--- config.mk ---
export PLATFORM = sky130hd
export DESIGN_NAME = pci_mstr_pad_mux
export DESIGN_NICKNAME = d
export VERILOG_FILES = /design/src/rtl/hbi_pci_pkg.sv /design/src/rtl/pci_par_gen.sv /design/src/rtl/pci_mstr_pad_mux.sv
export SDC_FILE = /design/constraint.sdc
export NUM_CORES = 1
export LEC_CHECK = 0
export ABC_AREA = 1
export CAP_MARGIN = 10
export CORE_MARGIN = 10
export CORE_UTILIZATION = 41
export DETAILED_ROUTE_END_ITERATION = 6
export MAX_ROUTING_LAYER = met4
export PLACE_DENSITY = 0.83
export RECOVER_POWER = 25
export SETUP_SLACK_MARGIN = 0.05
export SLEW_MARGIN = 20
export SYNTH_ARGS = -nofsm -noshare
export SYNTH_HDL_FRONTEND = slang
export SYNTH_HIERARCHICAL = 1
export SYNTH_SLANG_ARGS = --single-unit
--- constraint.sdc ---
create_clock -name hb_clk -period 3.23 [get_ports hb_clk]
set_input_delay 0.646 -clock hb_clk [delete_from_list [all_inputs] [get_ports hb_clk]]
set_output_delay 0.646 -clock hb_clk [all_outputs]
set_load 0.01 [all_outputs]
--- src/rtl/hbi_pci_pkg.sv ---
// ============================================================================
// Module   : hbi_pci_pkg
// Purpose  : Shared PCI widths and AD-bus ownership state encoding for the
//            host-bus PCI interface blocks.
// Revision : 1.0  initial release
// ============================================================================
`default_nettype none

package hbi_pci_pkg;

    localparam int AD_W  = 32;
    localparam int CBE_W = 4;

    // Who currently owns the shared AD pads
    typedef enum logic [1:0] {
        IDLE = 2'd0,
        MSTR = 2'd1,
        TGT  = 2'd2,
        TURN = 2'd3
    } own_state_t;

endpackage

`default_nettype wire

--- src/rtl/pci_par_gen.sv ---
// ============================================================================
// Module   : pci_par_gen
// Purpose  : PCI parity generator. Registers the XOR of a 36-bit AD+C/BE
//            phase together with a one-cycle delayed enable, so PAR lands on
//            the cycle after the AD phase it covers.
// Revision : 1.0  initial release
// ============================================================================
`default_nettype none

module pci_par_gen
    import hbi_pci_pkg::*;
(
    input  logic                    hb_clk,
    input  logic                    reset_n,
    input  logic [AD_W+CBE_W-1:0]   data,
    input  logic                    data_vld,
    output logic                    par_out,
    output logic                    par_oe
);

    // Parity and its enable trail the covered AD phase by one clock
    always_ff @(posedge hb_clk or negedge reset_n) begin
        if (!reset_n) begin
            par_out <= 1'b0;
            par_oe  <= 1'b0;
        end else begin
            par_out <= ^data;
            par_oe  <= data_vld;
        end
    end

endmodule

`default_nettype wire

--- src/rtl/pci_mstr_pad_mux.sv ---
// ============================================================================
// Module   : pci_mstr_pad_mux
// Purpose  : Output stage between the PCI write-only master and the pads.
//            Arbitrates AD ownership between master and local target with a
//            mandatory turnaround cycle, registers AD, and generates PAR.
// Revision : 1.0  initial release
// ============================================================================
`default_nettype none

module pci_mstr_pad_mux
    import hbi_pci_pkg::*;
(
    input  logic                hb_clk,
    input  logic                reset_n,
    input  logic [AD_W-1:0]     wom_ad_out,
    input  logic                wom_ad_oe,
    input  logic [CBE_W-1:0]    wom_c_be_out,
    input  logic                wom_frame_out_n,
    input  logic                wom_frame_oe_n,
    input  logic                wom_irdy_n,
    input  logic                wom_irdy_oe_n,
    input  logic [AD_W-1:0]     tgt_ad_out,
    input  logic                tgt_ad_oe,
    input  logic [CBE_W-1:0]    pci_cbe_in,
    input  logic                err_clr,
    output logic [AD_W-1:0]     pci_ad_out,
    output logic                pci_ad_oe,
    output logic [CBE_W-1:0]    pci_cbe_out,
    output logic                pci_cbe_oe,
    output logic                pci_frame_n,
    output logic                pci_frame_oe,
    output logic                pci_irdy_n,
    output logic                pci_irdy_oe,
    output logic                pci_par_out,
    output logic                pci_par_oe,
    output logic                mstr_owns,
    output logic                conflict_err,
    output logic                turn_err
);

    own_state_t         r_state;
    own_state_t         w_next;
    logic               w_grant_m;
    logic               w_grant_t;
    logic               w_conflict_set;
    logic               w_turn_set;
    logic [CBE_W-1:0]   w_cbe_p;

    // Ownership state register
    always_ff @(posedge hb_clk or negedge reset_n) begin
        if (!reset_n) begin
            r_state <= IDLE;
        end else begin
            r_state <= w_next;
        end
    end

    // Next owner and error-set conditions; TURN never grants, even a request
    // that arrives during it is only considered once back in IDLE
    always_comb begin
        w_next         = r_state;
        w_conflict_set = 1'b0;
        w_turn_set     = 1'b0;
        case (r_state)
            IDLE: begin
                if (wom_ad_oe) begin
                    w_next         = MSTR;
                    w_conflict_set = tgt_ad_oe;
                end else if (tgt_ad_oe) begin
                    w_next = TGT;
                end
            end
            MSTR: begin
                w_conflict_set = tgt_ad_oe;
                if (!wom_ad_oe) begin
                    w_next = TURN;
                end
            end
            TGT: begin
                w_conflict_set = wom_ad_oe;
                if (!tgt_ad_oe) begin
                    w_next = TURN;
                end
            end
            TURN: begin
                w_turn_set = wom_ad_oe | tgt_ad_oe;
                w_next     = IDLE;
            end
            default: begin
                w_next = IDLE;
            end
        endcase
    end

    assign w_grant_m = (w_next == MSTR) && wom_ad_oe;
    assign w_grant_t = (w_next == TGT)  && tgt_ad_oe;

    // AD pad register: aligns the master's combinational AD with its
    // registered FRAME#/C-BE#
    always_ff @(posedge hb_clk or negedge reset_n) begin
        if (!reset_n) begin
            pci_ad_out <= '0;
            pci_ad_oe  <= 1'b0;
            pci_cbe_oe <= 1'b0;
        end else begin
            pci_ad_out <= w_grant_t ? tgt_ad_out : wom_ad_out;
            pci_ad_oe  <= w_grant_m | w_grant_t;
            pci_cbe_oe <= w_grant_m;
        end
    end

    // Sticky error flags; a clear wins over a same-cycle set
    always_ff @(posedge hb_clk or negedge reset_n) begin
        if (!reset_n) begin
            conflict_err <= 1'b0;
            turn_err     <= 1'b0;
        end else if (err_clr) begin
            conflict_err <= 1'b0;
            turn_err     <= 1'b0;
        end else begin
            conflict_err <= conflict_err | w_conflict_set;
            turn_err     <= turn_err | w_turn_set;
        end
    end

    assign mstr_owns    = (r_state == MSTR);
    assign pci_cbe_out  = wom_c_be_out;
    assign pci_frame_n  = wom_frame_out_n;
    assign pci_frame_oe = ~wom_frame_oe_n;
    assign pci_irdy_n   = wom_irdy_n;
    assign pci_irdy_oe  = ~wom_irdy_oe_n;

    // Parity covers our own C/BE# when the master drives, the bus C/BE# otherwise
    assign w_cbe_p = mstr_owns ? pci_cbe_out : pci_cbe_in;

    pci_par_gen u_par_gen (
        .hb_clk   (hb_clk),
        .reset_n  (reset_n),
        .data     ({pci_ad_out, w_cbe_p}),
        .data_vld (pci_ad_oe),
        .par_out  (pci_par_out),
        .par_oe   (pci_par_oe)
    );

endmodule

`default_nettype wire

==> results of run 1 <==
[synthesized netlist by cell type]
library cell and count:
nand2_1 155, inv_1 63, dfrtp_1 40, o21ai_1 22, nand2_2 13, o21ai_0 13
xnor2_1 10, buf_4 7, buf_6 5, inv_2 5, xor2_1 5, a21oi_1 4
nand3_1 3, nor2_1 3, nand3_2 2, a31oi_1 1, clkbuf_1 1, nor2_2 1
o211ai_1 1, o211ai_2 1
[cell type report]
type / instances / area, µm²
Sequential cell: 40 / 1000
Clock inverter: 1 / 30.0
Fill cell: 493 / 2050
Inverter: 68 / 255
Clock buffer: 7 / 96.3
Multi-Input combinational cell: 234 / 1080
Timing Repair Buffer: 124 / 1240
Tap cell: 75 / 93.8
[how the worst max path moves through the flow]
stage	startpoint	endpoint	slack, ns	depth (start not counted)
after floorplan	r_state[0]	u_par_gen/par_out	1.39	17
after global placement	wom_c_be_out[2]	pci_cbe_out[2]	0.92	2
after detailed placement	wom_c_be_out[1]	pci_cbe_out[1]	0.90	2
after CTS	r_state[0]	mstr_owns	0.85	3
after global routing	reset_n	pci_ad_out[5]	0.66	1
final	r_state[0]	mstr_owns	0.88	3
[sequential cells by signal (all words and copies together) (netlist names)]
| register | cells |
|---|---|
| pci_cbe_oe | 1 |
| turn_err | 1 |
| u_par_gen/par_out | 1 |
| pci_ad_out | 32 |
| u_par_gen/par_oe | 1 |
| r_state | 2 |
| conflict_err | 1 |
| pci_ad_oe | 1 |
[power by group through the flow]
stage	logic (mW)	clock network, mW	registers (mW)
2_1_floorplan	0.911	0	0.825
3_3_place_gp	1.47	0	0.765
3_5_place_dp	1.53	0	0.774
4_1_cts	1.53	0.451	0.765
5_1_grt	1.71	0.467	0.786
6_report	1.51	0.437	0.764
[layer usage]
layer / up-vias / track usage, % / wire, µm
met1: 1082 / 13.6 / 2620
met2: 71 / 26.5 / 3650
li1: 1277 / - / -
met5: - / - / 0
met3: 4 / 4.34 / 352
met4: 0 / 3.18 / 36
[critical path, cell delays in order, from the launching register on]
cell             delay, ns
dfrtp_1               0.39
inv_1                 0.12
nor2_1                0.30
clkdlybuf4s50_1       0.61
[per-stage QoR]
step	hold WS, ns	total power, mW	cells	cell area [µm²]	setup WS [ns]
floorplan	0.350	1.74	355	2440	1.39
global placement	0.360	2.23	541	3670	0.919
detailed placement	0.373	2.30	541	3670	0.896
CTS	0.394	2.75	549	3800	0.852
global route	0.402	2.96	549	3800	0.656
finish	0.384	2.71	549	3800	0.878
[logic make-up (layout without fill, tap and decap cells)]
kind of cell	count (synthesis)	count (layout)
buffers and inverters	81	200
DFF	40	40
xor gates and xnor gates	15	15
AOI/OAI and AO/OA	42	42
and+or+nand+nor	177	177
==> impl_metrics.csv, run 1 <==
group,metric,value,unit
status,status,"finished with violations",
status,violations,"max-capacitance violations, max-slew violations",
critical_path,r2r_cells,17,
critical_path,worstPathRequired,2.58,ns
clocking,insertion_delay,0.29,ns
global_routing,grt_max_degree,44,
yosys,syn_avg_cell_area,6.87,µm²
power,intPower,1.61,mW
routing,drtAntennaViolNets,0,
clocking,cts_tree,"yes",
global_routing,grt_usage,14.0,%
clocking,cts_buffer_depth,2,
clocking,htreeDepth,2,
power,pwr-share-clk,16.1,%
timing,slew_viol_final,41,
floorplan,initial_core_util,41.7,%
yosys,syn_inst,355,
critical_path,start_kind,"flip-flop",
yosys,synthMuxAreaShare,0,%
yosys,synth.area.top_cells,"dfrtp_1, nand2_1, inv_1, o21ai_1, xnor2_1",
global_routing,grt.overflow.total,0,
timing,final_hold_viol_count,0,
floorplan,io_pins,128,
power,irDropWorstVdd,0.385,mV
clocking,hold_buffers,0,
routing,wl_per_cell,12.1,µm
yosys,yosysWarnings,6,
power,switching_share,40.6,%
critical_path,path_class,"flip-flop to primary output",
routing,drtIter0Drc,103,
global_routing,grt_pass1_wl,10800,µm
routing,vias_per_cell,4.43,
power,p_per_area,713,mW/mm²
cells_and_area,final_core_util,64.9,%
yosys,synth_compound_area_share,9.09,%
timing,clock_skew,0.00869,ns
power,p_switching,1.10,mW
cells_and_area,area_delta_synth_final,55.9,%
yosys,ys_seq_area_share,41.1,%
power,p_leak,1.99,nW
yosys,synth_top_area_share,41.1,%
yosys,synth_fa_ha_area_share,0,%
yosys,syn_nets,436,
critical_path,arrival,1.71,ns
cells_and_area,antenna_cells,0,
timing,fmax,425,MHz
routing,drcViolationCount,0,
hold_path,hold_class,"flip-flop to flip-flop",
timing,fin_crit_sh,72.8,%
timing,setup_violations,0,
timing,relSlewSlack,-34.9,%
hold_path,hold_start,"pci_ad_oe",
clocking,cts_setup_buffers,0,
critical_path,regToRegSetupSlack,1.22,ns
yosys,synth_top_family_by_area,"simple AND/OR/NAND/NOR gates",
clocking,cts.clk_slew.worst_paths,0.07,ns
cells_and_area,layout_commonest_cell,"nand2_1",
routing,first_pass_iters,4,
critical_path,r2r-start,"r_state[0]",
hold_path,min_path_cells,0,
timing,setup_tns,0,ns
critical_path,critPathMaxFanout,6,
clocking,cts-resized-gates,0,
clocking,root_buffer,"clkbuf_8",
floorplan,fp.dieW,97.1,µm
floorplan,core,0.00585,mm²
floorplan,row_count,28,
cells_and_area,final_nets,554,
placed_design,place_congestion,0.778,
critical_path,reg2reg_to,"u_par_gen/par_out",
cells_and_area,drive_gt1_share,6.54,%
placed_design,dpl.hpwl,5810,µm
power,p_comb_share,55.7,%
routing,drt_wl_total,6660,µm
global_routing,antenna_found_initial,0,
yosys,yosys.area_share.simple,29.4,%
timing,period_needed,2.35,ns
clocking,cts_made_buffers,5,
yosys,ys_seq_elements,40,
floorplan,die_h,97.1,µm
timing,worst_pin_slew,2.02,ns
yosys,synth_xor_area_share,5.39,%
yosys,synth_cell_type_count,20,
routing,vias,2434,
cells_and_area,mostFrequentLayoutCells,"nand2_1, clkdlybuf4s50_1, inv_1, dfrtp_1, o21ai_1",
timing,rsz0062_at_grt,"false",
power,power_frac_seq,28.2,%
floorplan,dieArea,0.00943,mm²
hold_path,hold_end,"u_par_gen/par_oe",
job,drv_cap,1,
yosys,synth_top_area_cell,"dfrtp_1",
yosys,netlist_area,0.00244,mm²
placed_design,numPortBuffers,123,
clocking,clock_sinks,40,
critical_path,setup.worst_path.end_class,"primary output",
global_routing,grt_pass1_vias,2406,
Note: power is estimated with default switching activity, not from simulation.
==> run 2, diff against run 1 <==
CORE_UTILIZATION = 40   (was 41)
PLACE_DENSITY = 0.81   (was 0.83)
clock period = 2.2 ns   (was 3.23 ns; I/O delays follow)
==> run 2 against run 1 <==
The run now ends clean. Die area up 2.0%. Combinational power up 50%. Global-route usage down 0.27 points. Worst hold slack worse by 0.098 ns. Non-clock buffer count up 1. Sequential cell count unchanged. Setup slack worse by 0.67 ns. Critical path depth unchanged. Routed wire length up 1.4%.
==> impl_metrics.csv, run 2 (synthesized netlist as in run 1, its figures left out) <==
group,metric,value,unit
status,status,"completed",
floorplan,row_count,28,
cells_and_area,final-seq-area,0.00100,mm²
routing,drtIter0Drc,73,
cells_and_area,largest_register,"pci_ad_out",
cells_and_area,multi_input_area,0.00108,mm²
clocking,clock_sinks,40,
global_routing,grt_usage,13.8,%
timing,relSlewSlack,35.9,%
clocking,cts_made_buffers,5,
timing,setup_violations,0,
placed_design,dpl.hpwl,5860,µm
hold_path,hold_class,"input port to asynchronous set/reset pin",
cells_and_area,design_area,0.00381,mm²
placed_design,numPortBuffers,123,
timing,clock_skew,0.00270,ns
routing,wl_per_cell,12.3,µm
floorplan,core,0.00592,mm²
clocking,cts_setup_buffers,0,
critical_path,worstPathRequired,1.76,ns
routing,drtAntennaViolNets,0,
critical_path,r2r-start,"r_state[0]",
global_routing,grt_max_degree,44,
clocking,htreeDepth,2,
timing,setup_tns,0,ns
cells_and_area,drive_gt1_share,6.95,%
global_routing,grt_pass1_vias,2366,
critical_path,critPathMaxFanout,6,
timing,slew_viol_final,0,
floorplan,die_h,98.1,µm
clocking,cts_buffer_depth,2,
critical_path,setup.worst_path.end_class,"primary output",
floorplan,dieArea,0.00962,mm²
clocking,root_buffer,"clkbuf_8",
placed_design,placed_area,0.00368,mm²
clocking,cts_tree,"yes",
clocking,insertion_delay,0.28,ns
power,p_per_area,1060,mW/mm²
clocking,hold_buffers,0,
cells_and_area,largestRegisters,"pci_ad_out x32, r_state x2",
placed_design,place_congestion,0.775,
timing,fin_crit_sh,90.8,%
critical_path,r2r_cells,18,
routing,first_pass_iters,4,
global_routing,antenna_found_initial,0,
power,p_leak,2.00,nW
global_routing,grt.overflow.total,0,
cells_and_area,largest_reg_flops,32,
job,drv_cap,0,
critical_path,path_class,"flip-flop to primary output",
routing,drt_wl_total,6760,µm
routing,vias_per_cell,4.38,
timing,period_needed,2.00,ns
timing,fmax,501,MHz
cells_and_area,fillers,520,
floorplan,io_pins,128,
cells_and_area,layout_commonest_cell,"nand2_1",
critical_path,start_kind,"flip-flop",
power,irDropWorstVdd,0.569,mV
floorplan,fp.dieW,98.1,µm
cells_and_area,antenna_cells,0,
routing,drcViolationCount,0,
timing,final_hold_viol_count,0,
global_routing,grt_pass1_wl,10800,µm
timing,worst_pin_slew,0.961,ns
routing,vias,2411,
cells_and_area,area_delta_synth_final,56.5,%
floorplan,initial_core_util,41.2,%
timing,rsz0062_at_grt,"false",
critical_path,regToRegSetupSlack,0.32,ns
critical_path,reg2reg_to,"u_par_gen/par_out",
cells_and_area,mostFrequentLayoutCells,"nand2_1, clkdlybuf4s50_1, inv_1, dfrtp_1, o21ai_1",
critical_path,arrival,1.56,ns
cells_and_area,final_nets,555,
clocking,cts.clk_slew.worst_paths,0.07,ns
[run 2: through the flow]
stage	power (mW)	setup WS (ns)	util [%]	std cells	hold slack, ns
global route	4.37	0.0988	64.4	550	0.372
detailed placement	3.40	0.175	62.2	542	0.385
global placement	3.29	0.267	62.2	542	0.389
floorplan	2.55	0.359	-	355	0.144
finish	4.03	0.203	64.4	550	0.286
CTS	4.05	0.141	64.3	550	0.296
[run 2: what timing repair did]
item / in CTS / in global routing
cloned: 0 / 0
setup endpoints to repair: 1 / 2
resized for setup: 1 / 1
pin swaps: 0 / 0
[run 2: worst max-delay path by stage]
stage / from / end / cells after the start
floorplan: r_state[0] / u_par_gen/par_out / 17
global placement: wom_c_be_out[0] / u_par_gen/par_out / 16
CTS: r_state[0] / mstr_owns / 3
detailed placement: r_state[0] / u_par_gen/par_out / 17
finish: r_state[0] / mstr_owns / 3
global route: r_state[0] / u_par_gen/par_out / 17
[run 2: metal layers]
| layer | up-vias | GRT usage [%] | routed length, µm |
|---|---|---|---|
| li1 | 1283 | - | - |
| met1 | 1051 | 14.1 | 2670 |
| met2 | 68 | 25.0 | 3630 |
| met3 | 9 | 4.09 | 354 |
| met4 | 0 | 3.36 | 95 |
| met5 | - | - | 0 |
[run 2: layout make-up]
type | count | area share [%]
repair buffers | 125 | 32.9
multi-input cells | 234 | 28.4
flip-flops and latches | 40 | 26.2
inverters | 68 | 6.69
clock buffers | 7 | 2.53
well taps | 75 | 2.46
clock inverters | 1 | 0.787
[run 2: report_power, final]
part	internal, mW	switching [mW]	total [mW]	leakage [nW]
clock network	0.400	0.239	0.639	0.0645
registers	0.947	0.180	1.13	0.477
logic	1.03	1.24	2.26	1.46
[run 2: critical path: stages (launching register included)]
cell             delay [ns]
dfrtp_1                0.39
inv_1                  0.15
nor2_4                 0.18
clkdlybuf4s50_1        0.57
==> run 3, diff against run 2 <==
CORE_UTILIZATION = 41   (was 40)
SYNTH_HIERARCHICAL = default   (was 1)
==> run 3 against run 2 <==
The flow now finishes with violations (max-capacitance violations, max-slew violations). Non-clock buffer count grew 2. Utilization up 1.8 points. Sequential share of layout area decreased by 1.2 points. Critical path type unchanged.
==> impl_metrics.csv, run 3 <==
group,metric,value,unit
critical_path,reg2reg_to,"pci_ad_out[19]",
yosys,syn_inst,338,
critical_path,regToRegSetupSlack,0.64,ns
job,drv_cap,1,
yosys,synthFlopType,"dfrtp_1",
placed_design,post-place-ws,0.172,ns
timing,rsz0062_at_grt,"false",
power,irDropWorstVdd,0.696,mV
yosys,syn_nets,419,
floorplan,initial_core_util,42.9,%
clocking,cts-resized-gates,0,
yosys,ys_top_cells_by_count,"nand2_1, inv_1, dfrtp_1, mux2_4, nor2_1",
routing,vias,2470,
yosys,yosysWarnings,0,
power,p_leak,2.14,nW
clocking,cts_made_buffers,5,
cells_and_area,fillers,486,
floorplan,core,0.00603,mm²
timing,worst_pin_slew,1.83,ns
floorplan,fp.dieW,99.4,µm
cells_and_area,largestRegisters,"pci_ad_out x32, r_state x2",
global_routing,grt_pass1_wl,11500,µm
floorplan,io_pins,128,
critical_path,startpoint,"r_state[0]",
placed_design,numPortBuffers,123,
timing,setup_violations,0,
clocking,htreeDepth,2,
floorplan,dieArea,0.00988,mm²
status,violations,"max-capacitance violations, max-slew violations",
cells_and_area,design_area,0.00399,mm²
yosys,synth_edf_count,0,
power,total_power,3.82,mW
critical_path,path_class,"flip-flop to primary output",
timing,slew_viol_final,35,
timing,final_hold_viol_count,0,
timing,period_needed,1.99,ns
yosys,synth-async-reset-ratio,100,%
routing,vias_per_cell,4.58,
timing,fmax,502,MHz
global_routing,grt_pass1_vias,2625,
routing,wl_per_cell,12.9,µm
cells_and_area,largest_reg_flops,32,
timing,clock_skew,0.00792,ns
cells_and_area,largest_register,"pci_ad_out",
cells_and_area,antenna_cells,0,
clocking,clock_sinks,40,
critical_path,r2r-start,"r_state[1]",
floorplan,row_count,28,
timing,setup_tns,0,ns
yosys,synth_top_area_cell,"dfrtp_1",
cells_and_area,final_nets,544,
cells_and_area,area_delta_synth_final,54.3,%
critical_path,r2r_cells,6,
yosys,syn_avg_cell_area,7.65,µm²
critical_path,worstPathRequired,1.76,ns
routing,drt_wl_total,6970,µm
cells_and_area,final_core_util,66.2,%
routing,drcViolationCount,0,
routing,drtAntennaViolNets,0,
placed_design,dpl.hpwl,6100,µm
power,p_per_area,957,mW/mm²
yosys,synth.area.top_cells,"dfrtp_1, nand2_1, mux2_4, inv_1, buf_4",
critical_path,critPathMaxFanout,4,
cells_and_area,layout_commonest_cell,"nand2_1",
yosys,netlist_area,0.00259,mm²
cells_and_area,drive_gt1_share,10.1,%
timing,fin_crit_sh,90.6,%
critical_path,setup.worst_path.end_class,"primary output",
hold_path,hold_class,"flip-flop to flip-flop",
clocking,cts_tree,"yes",
floorplan,die_h,99.4,µm
clocking,cts_setup_buffers,0,
clocking,hold_buffers,0,
yosys,ys_seq_elements,40,
global_routing,grt_usage,14.6,%
yosys,yosysMostFrequentCell,"nand2_1",
routing,first_pass_iters,4,
yosys,synth_cell_type_count,18,
clocking,root_buffer,"clkbuf_8",
timing,setup_ws,0.207,ns
critical_path,start_kind,"flip-flop",
yosys,ys_seq_area_share,38.7,%
global_routing,antenna_found_initial,0,
critical_path,worstSetupEndpoint,"mstr_owns",
clocking,cts.clk_slew.worst_paths,0.08,ns
placed_design,placed_area,0.00388,mm²
placed_design,place_congestion,0.808,
clocking,insertion_delay,0.29,ns
global_routing,grt_max_degree,35,
cells_and_area,mostFrequentLayoutCells,"nand2_1, clkdlybuf4s50_1, inv_1, dfrtp_1, mux2_4",
clocking,cts_buffer_depth,2,
critical_path,arrival,1.55,ns
timing,relSlewSlack,-21.8,%
routing,drtIter0Drc,85,
status,status,"finished with violations",
yosys,synth_top_area_share,38.7,%
global_routing,grt.overflow.total,0,
-- run 3: changes by cell type after synthesis, sizes merged, moves of 4 or more --
| cell | previous run | this run |
|---|---|---|
| mux2 | 0 | 32 |
| nor2 | 4 | 8 |
| o21ai | 35 | 3 |
| xnor2 | 10 | 2 |
| nand2 | 168 | 182 |
| inv | 68 | 47 |
-- run 3: kinds of logic after synthesis --
| logic type | count (synthesis) | share of synthesized area [%] |
|---|---|---|
| buffers and inverters | 56 | 9.87 |
| muxes | 32 | 18.1 |
| AOI/OAI and AO/OA | 8 | 2.32 |
| and+or+nand+nor | 198 | 29.6 |
| DFF | 40 | 38.7 |
| xor gates and xnor gates | 4 | 1.35 |
-- run 3: per-stage QoR --
stage / hold WS (ns) / cells
finish: 0.385 / 539
detailed placement: 0.367 / 531
floorplan: 0.144 / 338
CTS: 0.237 / 539
global placement: 0.357 / 531
global route: 0.396 / 539
-- run 3: area by class of cell --
class | count | area (µm²) | share of cell area (%)
Clock inverter | 2 | 35.0 | 0.878
Inverter | 47 | 176 | 4.42
Timing Repair Buffer | 127 | 1280 | 32.1
Multi-Input combinational cell | 242 | 1330 | 33.4
Sequential cell | 40 | 1000 | 25.1
Tap cell | 75 | 93.8 | 2.35
Clock buffer | 6 | 72.6 | 1.82
-- run 3: layer usage --
metal / wire length, µm / global-route usage [%] / vias up
li1: - / - / 1265
met1: 2370 / 13.2 / 1125
met2: 4080 / 28.5 / 72
met3: 414 / 3.88 / 8
met4: 101 / 4.63 / 0
met5: 0 / - / -
-- run 3: how the worst min path moves through the flow --
stage          cells past startpoint  startpoint                to
6_report                           0   pci_ad_oe  u_par_gen.par_oe
5_1_grt                            0   pci_ad_oe  u_par_gen.par_oe
4_1_cts                            1     reset_n     pci_ad_out[8]
3_5_place_dp                       0   pci_ad_oe  u_par_gen.par_oe
3_3_place_gp                       0   pci_ad_oe  u_par_gen.par_oe
2_1_floorplan                      0     reset_n      conflict_err
-- run 3: power by group --
group | total [mW] | internal (mW) | switching (mW)
clock | 0.588 | 0.337 | 0.251
combinational | 2.11 | 1.09 | 1.02
sequential | 1.12 | 0.938 | 0.179
total | 3.82 | 2.37 | 1.45
-- run 3: critical path: stages, from the launching register on --
cell	delay, ns
dfrtp_1	0.42
inv_1	0.09
nor2_2	0.18
clkdlybuf4s50_1	0.58
